`src/rtl/spi_ram_burst_if.sv`:
```
// Command/response bus between the SPI slave front end and spi_ram_burst.
// master = SPI slave side (issues commands, consumes read data); slave = RAM side.
interface spi_ram_burst_if #(
    parameter int DATA_W = 8
);
    logic [DATA_W+1:0] din;
    logic              rx_valid;
    logic              tx_ready;
    logic [DATA_W-1:0] dout;
    logic              tx_valid;

    modport master (output din, rx_valid, tx_ready, input dout, tx_valid);
    modport slave  (input din, rx_valid, tx_ready, output dout, tx_valid);
endinterface

```
`src/rtl/spi_ram_burst.sv`:
```
// Command-decoded sync RAM behind an SPI slave: independent write/read pointers with
// optional burst auto-increment, a one-entry read-response register and sticky error flags.
module spi_ram_burst #(
    parameter int DATA_W    = 8,
    parameter int ADDR_W    = 8,
    parameter int MEM_DEPTH = 256,
    parameter bit AUTO_INC  = 1'b1
) (
    input  logic           clk,
    input  logic           arst_n,
    spi_ram_burst_if.slave bus,
    input  logic           err_clr,
    output logic           addr_err,
    output logic           rd_ovf
);

    localparam logic [ADDR_W-1:0] LAST_ADDR = ADDR_W'(MEM_DEPTH - 1);
    localparam logic [ADDR_W:0]   DEPTH_EXT = (ADDR_W + 1)'(MEM_DEPTH);

    logic [DATA_W-1:0] mem [MEM_DEPTH];
    logic [ADDR_W-1:0] wr_ptr;
    logic [ADDR_W-1:0] rd_ptr;
    logic [ADDR_W-1:0] addr_payload;
    logic [1:0]        cmd;
    logic [DATA_W-1:0] payload;
    logic              addr_ok;
    logic              rd_accept;
    logic              tx_done;
    logic [DATA_W-1:0] dout_q;
    logic              tx_valid_q;

    assign cmd          = bus.din[DATA_W+1:DATA_W];
    assign payload      = bus.din[DATA_W-1:0];
    assign addr_payload = ADDR_W'(payload);
    assign addr_ok      = {1'b0, addr_payload} < DEPTH_EXT;
    assign tx_done      = tx_valid_q && bus.tx_ready;
    assign rd_accept    = !tx_valid_q || bus.tx_ready;

    assign bus.dout     = dout_q;
    assign bus.tx_valid = tx_valid_q;

    // Wrap at MEM_DEPTH-1 explicitly so non-power-of-two depths behave correctly.
    function automatic logic [ADDR_W-1:0] next_ptr(input logic [ADDR_W-1:0] p);
        return (p == LAST_ADDR) ? '0 : p + ADDR_W'(1);
    endfunction

    always_ff @(posedge clk) begin
        if (arst_n && bus.rx_valid && cmd == 2'b01)
            mem[wr_ptr] <= payload;
    end

    // Flag clears are written before the sets so a coincident error wins.
    always_ff @(posedge clk) begin
        if (!arst_n) begin
            dout_q     <= '0;
            tx_valid_q <= 1'b0;
            wr_ptr     <= '0;
            rd_ptr     <= '0;
            addr_err   <= 1'b0;
            rd_ovf     <= 1'b0;
        end else begin
            if (err_clr) begin
                addr_err <= 1'b0;
                rd_ovf   <= 1'b0;
            end
            if (tx_done)
                tx_valid_q <= 1'b0;
            if (bus.rx_valid) begin
                case (cmd)
                    2'b00: begin
                        if (addr_ok) wr_ptr   <= addr_payload;
                        else         addr_err <= 1'b1;
                    end
                    2'b01: begin
                        if (AUTO_INC) wr_ptr <= next_ptr(wr_ptr);
                    end
                    2'b10: begin
                        if (addr_ok) rd_ptr   <= addr_payload;
                        else         addr_err <= 1'b1;
                    end
                    default: begin
                        if (rd_accept) begin
                            dout_q     <= mem[rd_ptr];
                            tx_valid_q <= 1'b1;
                            if (AUTO_INC) rd_ptr <= next_ptr(rd_ptr);
                        end else begin
                            rd_ovf <= 1'b1;
                        end
                    end
                endcase
            end
        end
    end

endmodule

```
`src/flat_wrapper.sv`:
```
// flat-port wrapper written by rule: the top's interface ports become plain ports
module spi_ram_burst_flat 
#(
    parameter int DATA_W    = 8,
    parameter int ADDR_W    = 8,
    parameter int MEM_DEPTH = 256,
    parameter bit AUTO_INC  = 1'b1
)
  (clk, arst_n, err_clr, addr_err, rd_ovf, bus_din, bus_rx_valid, bus_tx_ready, bus_dout, bus_tx_valid);
  spi_ram_burst_if #(.DATA_W(DATA_W)) bus_i ();
  input  logic clk;
  input  logic arst_n;
  input  logic err_clr;
  output logic addr_err;
  output logic rd_ovf;
  input wire logic [$bits(bus_i.din)-1:0] bus_din;
  input wire logic [$bits(bus_i.rx_valid)-1:0] bus_rx_valid;
  input wire logic [$bits(bus_i.tx_ready)-1:0] bus_tx_ready;
  output wire logic [$bits(bus_i.dout)-1:0] bus_dout;
  output wire logic [$bits(bus_i.tx_valid)-1:0] bus_tx_valid;
  assign bus_i.din = bus_din;
  assign bus_i.rx_valid = bus_rx_valid;
  assign bus_i.tx_ready = bus_tx_ready;
  assign bus_dout = bus_i.dout;
  assign bus_tx_valid = bus_i.tx_valid;
  spi_ram_burst #(.DATA_W(DATA_W), .ADDR_W(ADDR_W), .MEM_DEPTH(MEM_DEPTH), .AUTO_INC(AUTO_INC)) u_core (.clk(clk), .arst_n(arst_n), .bus(bus_i), .err_clr(err_clr), .addr_err(addr_err), .rd_ovf(rd_ovf));
endmodule
```
`config.mk`:
```
export PLATFORM = sky130hd
export DESIGN_NAME = spi_ram_burst_flat
export DESIGN_NICKNAME = d
export VERILOG_FILES = /design/src/rtl/spi_ram_burst_if.sv /design/src/rtl/spi_ram_burst.sv /design/src/flat_wrapper.sv
export SDC_FILE = /design/constraint.sdc
export NUM_CORES = 2
export LEC_CHECK = 0
export ABC_AREA = 1
export BUFFER_PORTS_ARGS = -buffer_cell sky130_fd_sc_hd__buf_2
export CORE_ASPECT_RATIO = 1.1
export CORE_UTILIZATION = 40
export DETAILED_ROUTE_END_ITERATION = 16
export PLACE_DENSITY = 0.57
export SLEW_MARGIN = 20
export SYNTH_ARGS = -nofsm -noshare
export SYNTH_HDL_FRONTEND = slang
export SYNTH_SLANG_ARGS = --single-unit
```
`constraint.sdc`:
```
create_clock -name clk -period 6.43 [get_ports clk]
set_clock_uncertainty 0.1 [all_clocks]
set_input_delay 0.9645 -clock clk [delete_from_list [all_inputs] [get_ports clk]]
set_output_delay 0.9645 -clock clk [all_outputs]
set_load 0.01 [all_outputs]
```
# == Yosys cells after proc, flatten, opt, wreduce, memory -nomap -nowiden ==
# Memory sizes are Yosys's and may differ from the RTL's. A register that Yosys moved wholly into a read port is not among the register bits.
# Index checks and enable logic that the tools add are counted.
# word_totals
ramBits,2048
ff_bits,18
word_cells,42
mem_count,1
input_bits,15
# op_classes
n_addsub,2
mux,15
reduce_logical,14
n_bitwise,2
eq_ne,4
# memory_table
name,words,width,rd,rd_clocked_by_memory_dff,wr,line_no,source
u_core.mem,256,8,1,1,1,spi_ram_burst.sv:20,logic [DATA_W-1:0] mem [MEM_DEPTH];
# ops
cell,count
one-hot mux 8 bit (2 select lines),2
two-way mux 8 bit,3
"adder 8 x 1 -> 8 bit, second input constant",2
"== test 8 bit, second input constant",2
two-way mux 1 bit,10
AND reduction 3 bit,2
nonzero test 2 bit,2
logical AND 1 bit,3
OR reduction 3 bit,1
"== test 2 x 1 -> 1 bit, second input constant",1
"== test 2 bit, second input constant",1
logical NOT 1 bit,2
logical NOT 2 bit,1
NOT 1 bit,2
AND reduction 2 bit,1
OR reduction 2 bit,1
logical OR 1 bit,1

# == Longest topological paths before layout ==
# depth
ltp_word,5
depth_mapped,18

# == Worst setup path before layout ==
# No wires, ideal clock.
# synth_path
path_kind,input to register
startpoint,input bus_rx_valid
endpoint,"memory u_core.mem[207][0], enable pin"
arrival_ps,2596
required_ps,5945
setup_slack_ps,3349
stages,6
setup_ps,385
cell_sequence,inv_1 nor2_2 inv_2 nor3_2 buf_2 nor3b_1
# synth_via
elab_chain_cells,4
# synth_rtl
item,line_no,source
from (decl),flat_wrapper.sv:17,input wire logic [$bits(bus_i.rx_valid)-1:0] bus_rx_valid;
logical AND 1 bit (2 in series),spi_ram_burst.sv:48,if (arst_n && bus.rx_valid && cmd == 2'b01)
two-way mux 1 bit,spi_ram_burst.sv:48,
two-way mux 1 bit (not written as such),spi_ram_burst.sv:49,mem[wr_ptr] <= payload;
to (decl),spi_ram_burst.sv:20,
# Every way passes these cells.

==> qor.yml <==
outcome: "finished, final reports clean"
worstPathMaxFanout: 138
drt_iter0_drc: 5722
core_area_um2: 218000
finalCriticalPeriod_ps: 3840
grt_pass1_wl_mm: 363
slew_viol_final: 0
numClockSinks: 2074
rows: 180
setup_viol: 0
place_ws_ps: 2320
numPortBuffers: 24
ir_worst_vdd_uv: 210
yosysSeqAreaShare_pct: 70.5
ys.flop_type: "edfxtp_1"
p_leak_nw: 35.0
placed_cells: 10400
nNetsFinal: 7708
grt_max_degree: 230
routed_wl_mm: 246
setup_ws_ps: 2590
synth_area_per_cell_um2: 11.2
final_util_pct: 44.3
hold_class: "primary input to flop"
power_density_nw_per_um2: 301
power.total_mw: 29.1
final_common_cell: "edfxtp_1"
worstSetupStartpointType: "flop"
final_cell_count_no_fill: 10800
cts-resized-gates: 0
hold_viol: 0
die_w_um: 449
synth_top_area_cell: "edfxtp_1"
setup_tns_ps: 0
arrival_ps: 4480
clk_path_buf_depth: 3
path_class: "flop to flop"
place_area_um2: 90000
drive_gt1_share_pct: 5.58
synth_top_cell_area_share_pct: 70.0
grt_setup_unrepaired: "no"
antenna_found_initial: 5
via_per_inst: 5.31
fmax_ghz: 0.260
drc: 0
cts.htree.levels: 4
cts_root_buf: "clkbuf_16"
syn_inst: 7874
pin_count: 26
required_ps: 7070
wl_per_cell_um: 22.8
dr.pass1.iters: 8
ys_types: 35
grt_pass1_vias: 56100
cap_violations: 0
synth_top_cells_by_area: "edfxtp_1 70%, nand3_1 7.7%, nand2_1 6.2%"
fin_crit_sh_pct: 59.7
cts_tree: "yes"
synth_edf_count: 2048
dieArea_um2: 222000
track_usage_pct: 21.9
end_kind: "flop"
yosys_warnings: 0
hold_buffers: 0
syn_nets: 7894
layout_common_cells: "2048 x edfxtp_1, 1440 x nand2_1, 1357 x nand3_1"
ant_nets: 0
ys_ff_latch: 2074
antennaDiodeCount: 0
numCtsBuffers: 203
gp_congestion: 0.877
clk_latency_ps: 860
cts.clk_slew.worst_paths_ps: 60
num_vias: 57200
cts_setup_buffers: 0
tightest_slew_ps: 1220
async_flop_share_pct: 0
netlist_area_um2: 87900
relSlewSlack_pct: 18.9
dp_hpwl_mm: 140
n_fill_cell: 20200
final_area_um2: 96800
die_h_um: 494
start_util_pct: 40.2
syn_to_final_growth_pct: 10.1
grt_overflow: 0
hold_ws_ps: 325
==> flip-flops by register name, summed over array words and instances (netlist names) <==
| signal | count |
|---|---|
| u_core.bus.dout | 8 |
| u_core.rd_ovf | 1 |
| u_core.bus.tx_valid | 1 |
| u_core.mem | 2048 |
| u_core.rd_ptr | 8 |
| u_core.wr_ptr | 8 |
==> metal layers <==
layer	GRT usage, %	wire length [um]	share of wire [%]	vias up
met5	0	0	0	-
met4	8.00	9070	3.7	0
met3	3.38	15900	6.5	446
met2	36.6	119000	48	2110
met1	28.8	102000	42	28100
li1	-	-	-	26500
==> where the power goes <==
| part | leakage [nW] | internal (mW) | total, mW | switching (mW) |
|---|---|---|---|---|
| registers | 18.6 | 14.9 | 14.9 | 0.0413 |
| logic | 13.1 | 0.502 | 2.09 | 1.58 |
| clock network | 3.28 | 7.00 | 12.1 | 5.14 |
==> worst max-delay path, stage by stage, from the launching register on <==
cell and delay [ps]:
dfxtp_4 770, inv_8 340, buf_12 370, nand3_1 270
nand3_1 130, nand3_1 210, nand3_1 250, nand3_1 250
nand3_1 200, nand3_1 220, nand3_1 90, nand2_1 90
inv_1 40
==> cell families after synthesis <==
| family | Yosys count | share of synthesized area [%] |
|---|---|---|
| buf+inv | 1272 | 6.37 |
| compound gates | 567 | 3.77 |
| other cells | 1 | 0.00427 |
| simple gates | 3955 | 19.2 |
| flops | 2074 | 70.5 |
| fa+ha+maj | 5 | 0.0712 |
==> final cells by class <==
| type | count | area, um2 | share of cell area, % |
|---|---|---|---|
| flip-flops and latches | 2074 | 62000 | 64.1 |
| well taps | 2912 | 3640 | 3.77 |
| multi-input cells | 4528 | 20300 | 21.0 |
| clock buffers | 246 | 5310 | 5.48 |
| clock inverters | 133 | 1460 | 1.51 |
| repair buffers | 97 | 1010 | 1.04 |
| inverters | 784 | 2970 | 3.07 |
==> synthesized netlist by cell type, types with 15 or more instances <==
library cell	n
inv_1	775
clkbuf_1	197
edfxtp_1	2048
o211ai_1	170
nand2_1	1455
a21oi_1	17
nor2_1	996
o21ai_0	363
buf_4	17
or2_1	123
buf_1	47
dfxtp_1	26
buf_6	70
nand3_1	1357
buf_2	153
or2_2	15
==> worst paths after layout <==
| path | from | endpoint | slack, ps | cells past startpoint |
|---|---|---|---|---|
| min reg2reg | u_core.wr_ptr[6] | u_core.wr_ptr[6] | 440 | 2 |
| max | u_core.rd_ptr[1] | u_core.bus.dout[7] | 2590 | 12 |
| min | arst_n | u_core.rd_ptr[1] | 320 | 3 |
| max reg2reg | u_core.rd_ptr[1] | u_core.bus.dout[7] | 2590 | 12 |
No activity file was read; power rests on OpenSTA's default activity.
